--- src/rtl/bio_gpio_filter.sv ---
// GPIO input conditioning for BIO: synchroniser, per-pin glitch filter, rise/fall event pulses.
// Optional sticky pending flags are built only when BIO_GPIO_FILTER_PEND_EN is defined.
module bio_gpio_filter #(
   parameter int NPINS       = 32,
   parameter int SYNC_STAGES = 2,   // legal 2..4
   parameter int CNT_W       = 4
) (
   input  logic             aclk,
   input  logic             resetn,
   input  logic [NPINS-1:0] pad_in,
   input  logic [NPINS-1:0] filt_en,
   input  logic [CNT_W-1:0] filt_thresh,
   output logic [NPINS-1:0] gpio_in,
   output logic [NPINS-1:0] rise_evt,
   output logic [NPINS-1:0] fall_evt,
   output logic [NPINS-1:0] evt_pend,
   input  logic [NPINS-1:0] evt_clr
);

   logic [SYNC_STAGES-1:0][NPINS-1:0] sync_q;
   logic [NPINS-1:0]                  sync;
   logic [NPINS-1:0]                  stable_q, stable_next;
   logic [NPINS-1:0][CNT_W-1:0]       cnt_q, cnt_next;
   logic [NPINS-1:0]                  rise_q, fall_q;

   // NOTE: sequential state uses <= so every flop samples pre-edge values regardless of statement order.
   always_ff @(posedge aclk) begin
      if (!resetn) begin
         sync_q <= '0;
      end else begin
         sync_q <= {sync_q[SYNC_STAGES-2:0], pad_in};
      end
   end

   assign sync = sync_q[SYNC_STAGES-1];

   // NOTE: every output of this block is given a default first so no latch is inferred.
   always_comb begin
      stable_next = stable_q;
      cnt_next    = '0;
      for (int i = 0; i < NPINS; i++) begin
         if (!filt_en[i]) begin
            stable_next[i] = sync[i];
         end else if (sync[i] != stable_q[i]) begin
            // >= lets a lowered threshold take effect immediately and keeps cnt from wrapping.
            if (cnt_q[i] >= filt_thresh) begin
               stable_next[i] = sync[i];
            end else begin
               cnt_next[i] = cnt_q[i] + CNT_W'(1);
            end
         end
      end
   end

   always_ff @(posedge aclk) begin
      if (!resetn) begin
         stable_q <= '0;
         cnt_q    <= '0;
         rise_q   <= '0;
         fall_q   <= '0;
      end else begin
         stable_q <= stable_next;
         cnt_q    <= cnt_next;
         rise_q   <= stable_next & ~stable_q;
         fall_q   <= ~stable_next & stable_q;
      end
   end

   assign gpio_in  = stable_q;
   assign rise_evt = rise_q;
   assign fall_evt = fall_q;

`ifdef BIO_GPIO_FILTER_PEND_EN
   logic [NPINS-1:0] pend_q;

   // A new edge in the same cycle as a clear keeps the flag set.
   always_ff @(posedge aclk) begin
      if (!resetn) begin
         pend_q <= '0;
      end else begin
         pend_q <= (pend_q & ~evt_clr) | rise_q | fall_q;
      end
   end

   assign evt_pend = pend_q;
`else
   assign evt_pend = '0;
   wire unused_evt_clr = &{1'b0, evt_clr};
`endif

endmodule
--- config.mk ---
export PLATFORM = sky130hd
export DESIGN_NAME = bio_gpio_filter
export DESIGN_NICKNAME = d
export VERILOG_FILES = /design/src/rtl/bio_gpio_filter.sv
export SDC_FILE = /design/constraint.sdc
export NUM_CORES = 1
export LEC_CHECK = 0
export BUFFER_PORTS_ARGS = -buffer_cell sky130_fd_sc_hd__buf_4
export CORE_ASPECT_RATIO = 2
export CORE_MARGIN = 3
export CORE_UTILIZATION = 38
export CTS_CLUSTER_DIAMETER = 40
export DETAILED_ROUTE_END_ITERATION = 16
export HOLD_SLACK_MARGIN = 0.03
export SLEW_MARGIN = 30
export SYNTH_ARGS = -nofsm -noshare
export SYNTH_HDL_FRONTEND = slang
export SYNTH_SLANG_ARGS = --single-unit
--- constraint.sdc ---
create_clock -name aclk -period 2.6 [get_ports aclk]
set_clock_uncertainty 0.15 [all_clocks]
set_input_delay 0.52 -clock aclk [delete_from_list [all_inputs] [get_ports aclk]]
set_output_delay 0.52 -clock aclk [all_outputs]
set_load 0.02 [all_outputs]
Word level (Yosys, flattened, before mapping) --
Index checks and enable logic that the tools add are counted.
Operators by class: add/sub/neg operators 32, multipliers 0, div/mod/pow operators 0, $lt $le $gt $ge 32, equal/unequal tests 32, shift operators 0, multiplexer cells 96, bitwise operators 69, reduce and logical (&&, ||, !) cells 32
Operators with widths (count):
- $add A4 B1 Y4 const B | 32
- $ge A4 B4 Y1 | 32
- $reduce_or A4 Y1 | 32
- $mux W1 | 96
- $not A1 Y1 | 65
- $and A32 B32 Y32 | 2
- $not A32 Y32 | 2
- $ne A1 B1 Y1 | 32
Word-level totals: register bits after elaboration 288, latch bits 0, memory bits (writable) 0, bits in read-only memories 0, memories kept 0

Depth between registers and ports, before layout --
depth in word-level cells 6, depth in mapped cells 5

Worst setup path after synthesis --
OpenSTA, ideal clock, no wires.
kind input to register, start point input filt_thresh[1], end point register fall_q[0] (netlist: fall_evt[0]), data arrival time 2.080 ns, required time 2.333 ns, path slack 0.253 ns, stages 5, cells stage by stage inv_1 ha_1 o211ai_1 o2111ai_2 and4b_1
Between the ends: word-level cells in the longest chain between the ends 6
Ends and longest elaborated chain:
- start: declaration | RTL line 12 | input logic [CNT_W-1:0] filt_thresh,
- $ge A4 B4 Y1 | RTL line 46 | if (cnt_q[i] >= filt_thresh) begin
- $mux W1 | RTL line 46
- $mux W1 | RTL line 44 | end else if (sync[i] != stable_q[i]) begin
- $mux W1 | RTL line 42 | if (!filt_en[i]) begin
- $not A32 Y32 | RTL line 65 | fall_q <= ~stable_next & stable_q;
- $and A32 B32 Y32 | RTL line 65
- end signal: assignment | RTL line 65
- end: declaration | RTL line 24 | logic [NPINS-1:0] rise_q, fall_q;
No other way between the ends. A chain may end at the register's enable or synchronous reset.

Worst setup path in the final report --
start point register stable_q[22] (netlist: gpio_in[22]), end point output gpio_in[22]
RTL lines:
- start: declaration | RTL line 22 | logic [NPINS-1:0] stable_q, stable_next;
- start signal: assignment | RTL line 62 | stable_q <= stable_next;
- end: declaration | RTL line 13 | output logic [NPINS-1:0] gpio_in,
No word-level cell between the ends.

==> results.py <==
metrics = {
    "clocking": {
        "clock-sinks": 288,
        "cts_root_buf": "clkbuf_16",
        "htreeDepth": 2,
        "clockBufferDepth": 3,
        "hold_buffers": 13,
        "post_cts_resized": 0,
        "path_clk_slew_ns": 0.06,
        "post_cts_buffers": 0,
        "clock_latency_ns": 0.52,
        "numCtsBuffers": 36,
        "cts_tree": "built",
    },
    "run_status": {
        "status": "completed",
    },
    "power_and_ir_drop": {
        "internal_power_w": 0.00795,
        "p_seq_frac": 0.436,
        "swShare": 0.240,
        "vdd_drop_max_v": 0.000427,
        "leakage_nw": 7.27,
        "cellPowerDensity_nw_per_um2": 640,
        "power_frac_clock": 0.491,
        "switching_power_w": 0.00251,
        "combPwrFrac": 0.073,
    },
    "worst_hold_path": {
        "min_from": "pad_in[30]",
        "worstHoldPathType": "primary input to flop",
    },
    "critical_path": {
        "crit_buf_inv": 1,
        "worstSetupStartpointType": "flop",
        "crit_family": "flip-flops",
        "cp_slowest_cell": "dfxtp_1",
        "critPathRequiredTime_ns": 1.93,
        "critical_path.cell_chain": "buf_4",
        "crit_start": "gpio_in[22]",
        "worst-r2r-setup-slack_ns": 0.86,
        "timing.rr.start": "cnt_q[60]",
        "cp.arrival_ns": 1.12,
        "crit_type": "flop to output port",
        "cp-end-kind": "output port",
        "critPathMaxFanout": 5,
        "critPathMaxStageDelay_ns": 0.41,
    },
    "global_routing": {
        "grt_max_degree": 66,
        "grt_pass1_wl_microns": 45100,
        "track_usage": 0.143,
        "overflow": 0,
        "grt_pass1_vias": 9418,
        "grt_antenna_before_repair": 1,
    },
    "synth": {
        "ys_top_cells_by_area": "dfxtp_1, ha_1, and4b_1",
        "syn_area_sq_um": 13300,
        "ys_ff_latch": 288,
        "ys.flop_type": "dfxtp_1",
        "yosys-top-cells-count": "dfxtp_1, ha_1, nor3_1",
        "yosysTopAreaCell": "dfxtp_1",
        "synth.distinct_cells": 23,
        "syn_avg_cell_area_sq_um": 10.7,
        "seq_area_frac_synth": 0.433,
        "ys_warn_count": 0,
        "synth_edf_count": 0,
        "yosysMostFrequentCell": "dfxtp_1",
        "synth_cells": 1245,
        "synth_async_sr_flop_share": 0,
        "synth_top_area_frac": 0.433,
    },
    "sta": {
        "finalSetupViolCount": 0,
        "hold_viol_final": 0,
        "final-max-slew-violation-count": 0,
        "min_period_ns": 1.79,
        "tns_ns": 0,
        "fin_crit_sh": 0.688,
        "layout_setup_ws_ns": 0.812,
        "maxClockFrequency_ghz": 0.559,
        "rsz0062_at_grt": "no",
    },
    "detailed_routing": {
        "antenna_left": 0,
        "wl_microns": 26900,
        "num_vias": 9277,
        "vias_per_cell": 4.85,
        "firstDrtPassIters": 4,
        "drtIter0Drc": 169,
        "drc": 0,
        "wl_per_cell_microns": 14.1,
    },
    "floorplan": {
        "die_w_microns": 138,
        "row_count": 96,
        "core_area_sq_um": 34500,
        "io_pins": 230,
        "die_height_microns": 271,
        "die-area_sq_um": 37400,
        "start_util": 0.386,
    },
    "cells_and_area": {
        "area_growth_pct": 22.8,
        "stdcell_count": 1912,
        "nets": 1707,
        "n_fill_cell": 3216,
        "drive_gt1_frac": 0.220,
    },
    "placement": {
        "io_buffers": 165,
        "hpwlAfterDp_microns": 18900,
        "dpl.cell_count": 1835,
        "gp_congestion": 0.785,
        "place_ws_ns": 0.297,
    },
    "job": {
        "cap_violations": 0,
    },
}
logic make-up after synthesis:
family	synth area share
adders and majority gates	0.151
AOI/OAI and AO/OA	0.0542
buffers and inverters	0.0581
DFF	0.433
muxes	0.0241
and+or+nand+nor	0.216
xor gates and xnor gates	0.0632
other	0.000282
sequential cells by signal (all words and copies together), names as in the netlist:
| register | count |
|---|---|
| rise_evt | 32 |
| sync | 32 |
| sync_q | 32 |
| fall_evt | 32 |
| cnt_q | 128 |
| gpio_in | 32 |
per-layer routing:
| metal | share of wire | GRT usage | wire [microns] |
|---|---|---|---|
| met4 | 0.037 | 0.0640 | 1000 |
| met1 | 0.38 | 0.147 | 10100 |
| met5 | 0 | 0 | 0 |
| met2 | 0.54 | 0.275 | 14600 |
| met3 | 0.042 | 0.0262 | 1120 |
power groups by stage:
stage	registers, W	logic (W)	clock network (W)
CTS	0.00456	0.000785	0.00531
detailed placement	0.00466	0.000767	0
global placement	0.00466	0.000749	0
floorplan	0.00468	0.000501	0
finish	0.00456	0.000765	0.00513
global route	0.00457	0.000856	0.00547
path summary, 6_finish.rpt:
path / to / depth (start not counted)
worst min-delay path: sync_q[30] / 2
worst max-delay path: gpio_in[22] / 1
worst min register to register: sync[12] / 1
worst max register to register: fall_evt[15] / 5
worst reg2reg max path, stage by stage (launching register included):
cell	delay (ns)
dfxtp_1	0.39
inv_1	0.06
ha_1	0.28
nor3b_2	0.18
o2111ai_2	0.27
and4b_1	0.29
cell usage in the layout, fill, tap and decap left out, types with 13 or more instances in the layout:
master	instances
buf_4	168
dfxtp_1	288
dlygate4sd3_1	13
inv_1	96
nor3b_2	32
conb_1	32
o2111ai_2	32
and4b_1	64
xor2_1	64
and2_1	64
nand2_4	20
nand3_1	32
nand2_1	107
nor3_1	128
mux2i_1	32
clkbuf_16	37
ha_1	160
xnor2_1	32
o211ai_1	32
cell type report:
class,instances,area [sq um],share of cell area
flip-flops and latches,288,5770,0.353
diodes,1,2.50,0.000153
well taps,441,552,0.0338
multi-input cells,832,6880,0.421
repair buffers,188,1520,0.0932
clock buffers,41,961,0.0588
clock inverters,22,282,0.0172
inverters,99,372,0.0227
per-stage QoR:
stage	total power (W)	utilization	area [sq um]	hold slack (ns)
2_1_floorplan	0.00518	-	13400	0.262
3_3_place_gp	0.00541	0.434	15000	0.264
3_5_place_dp	0.00543	0.434	15000	0.268
4_1_cts	0.0107	0.474	16300	0.0305
5_1_grt	0.0109	0.474	16300	0.0417
6_report	0.0105	0.474	16300	0.0584
(Power assumes the default switching activity.)
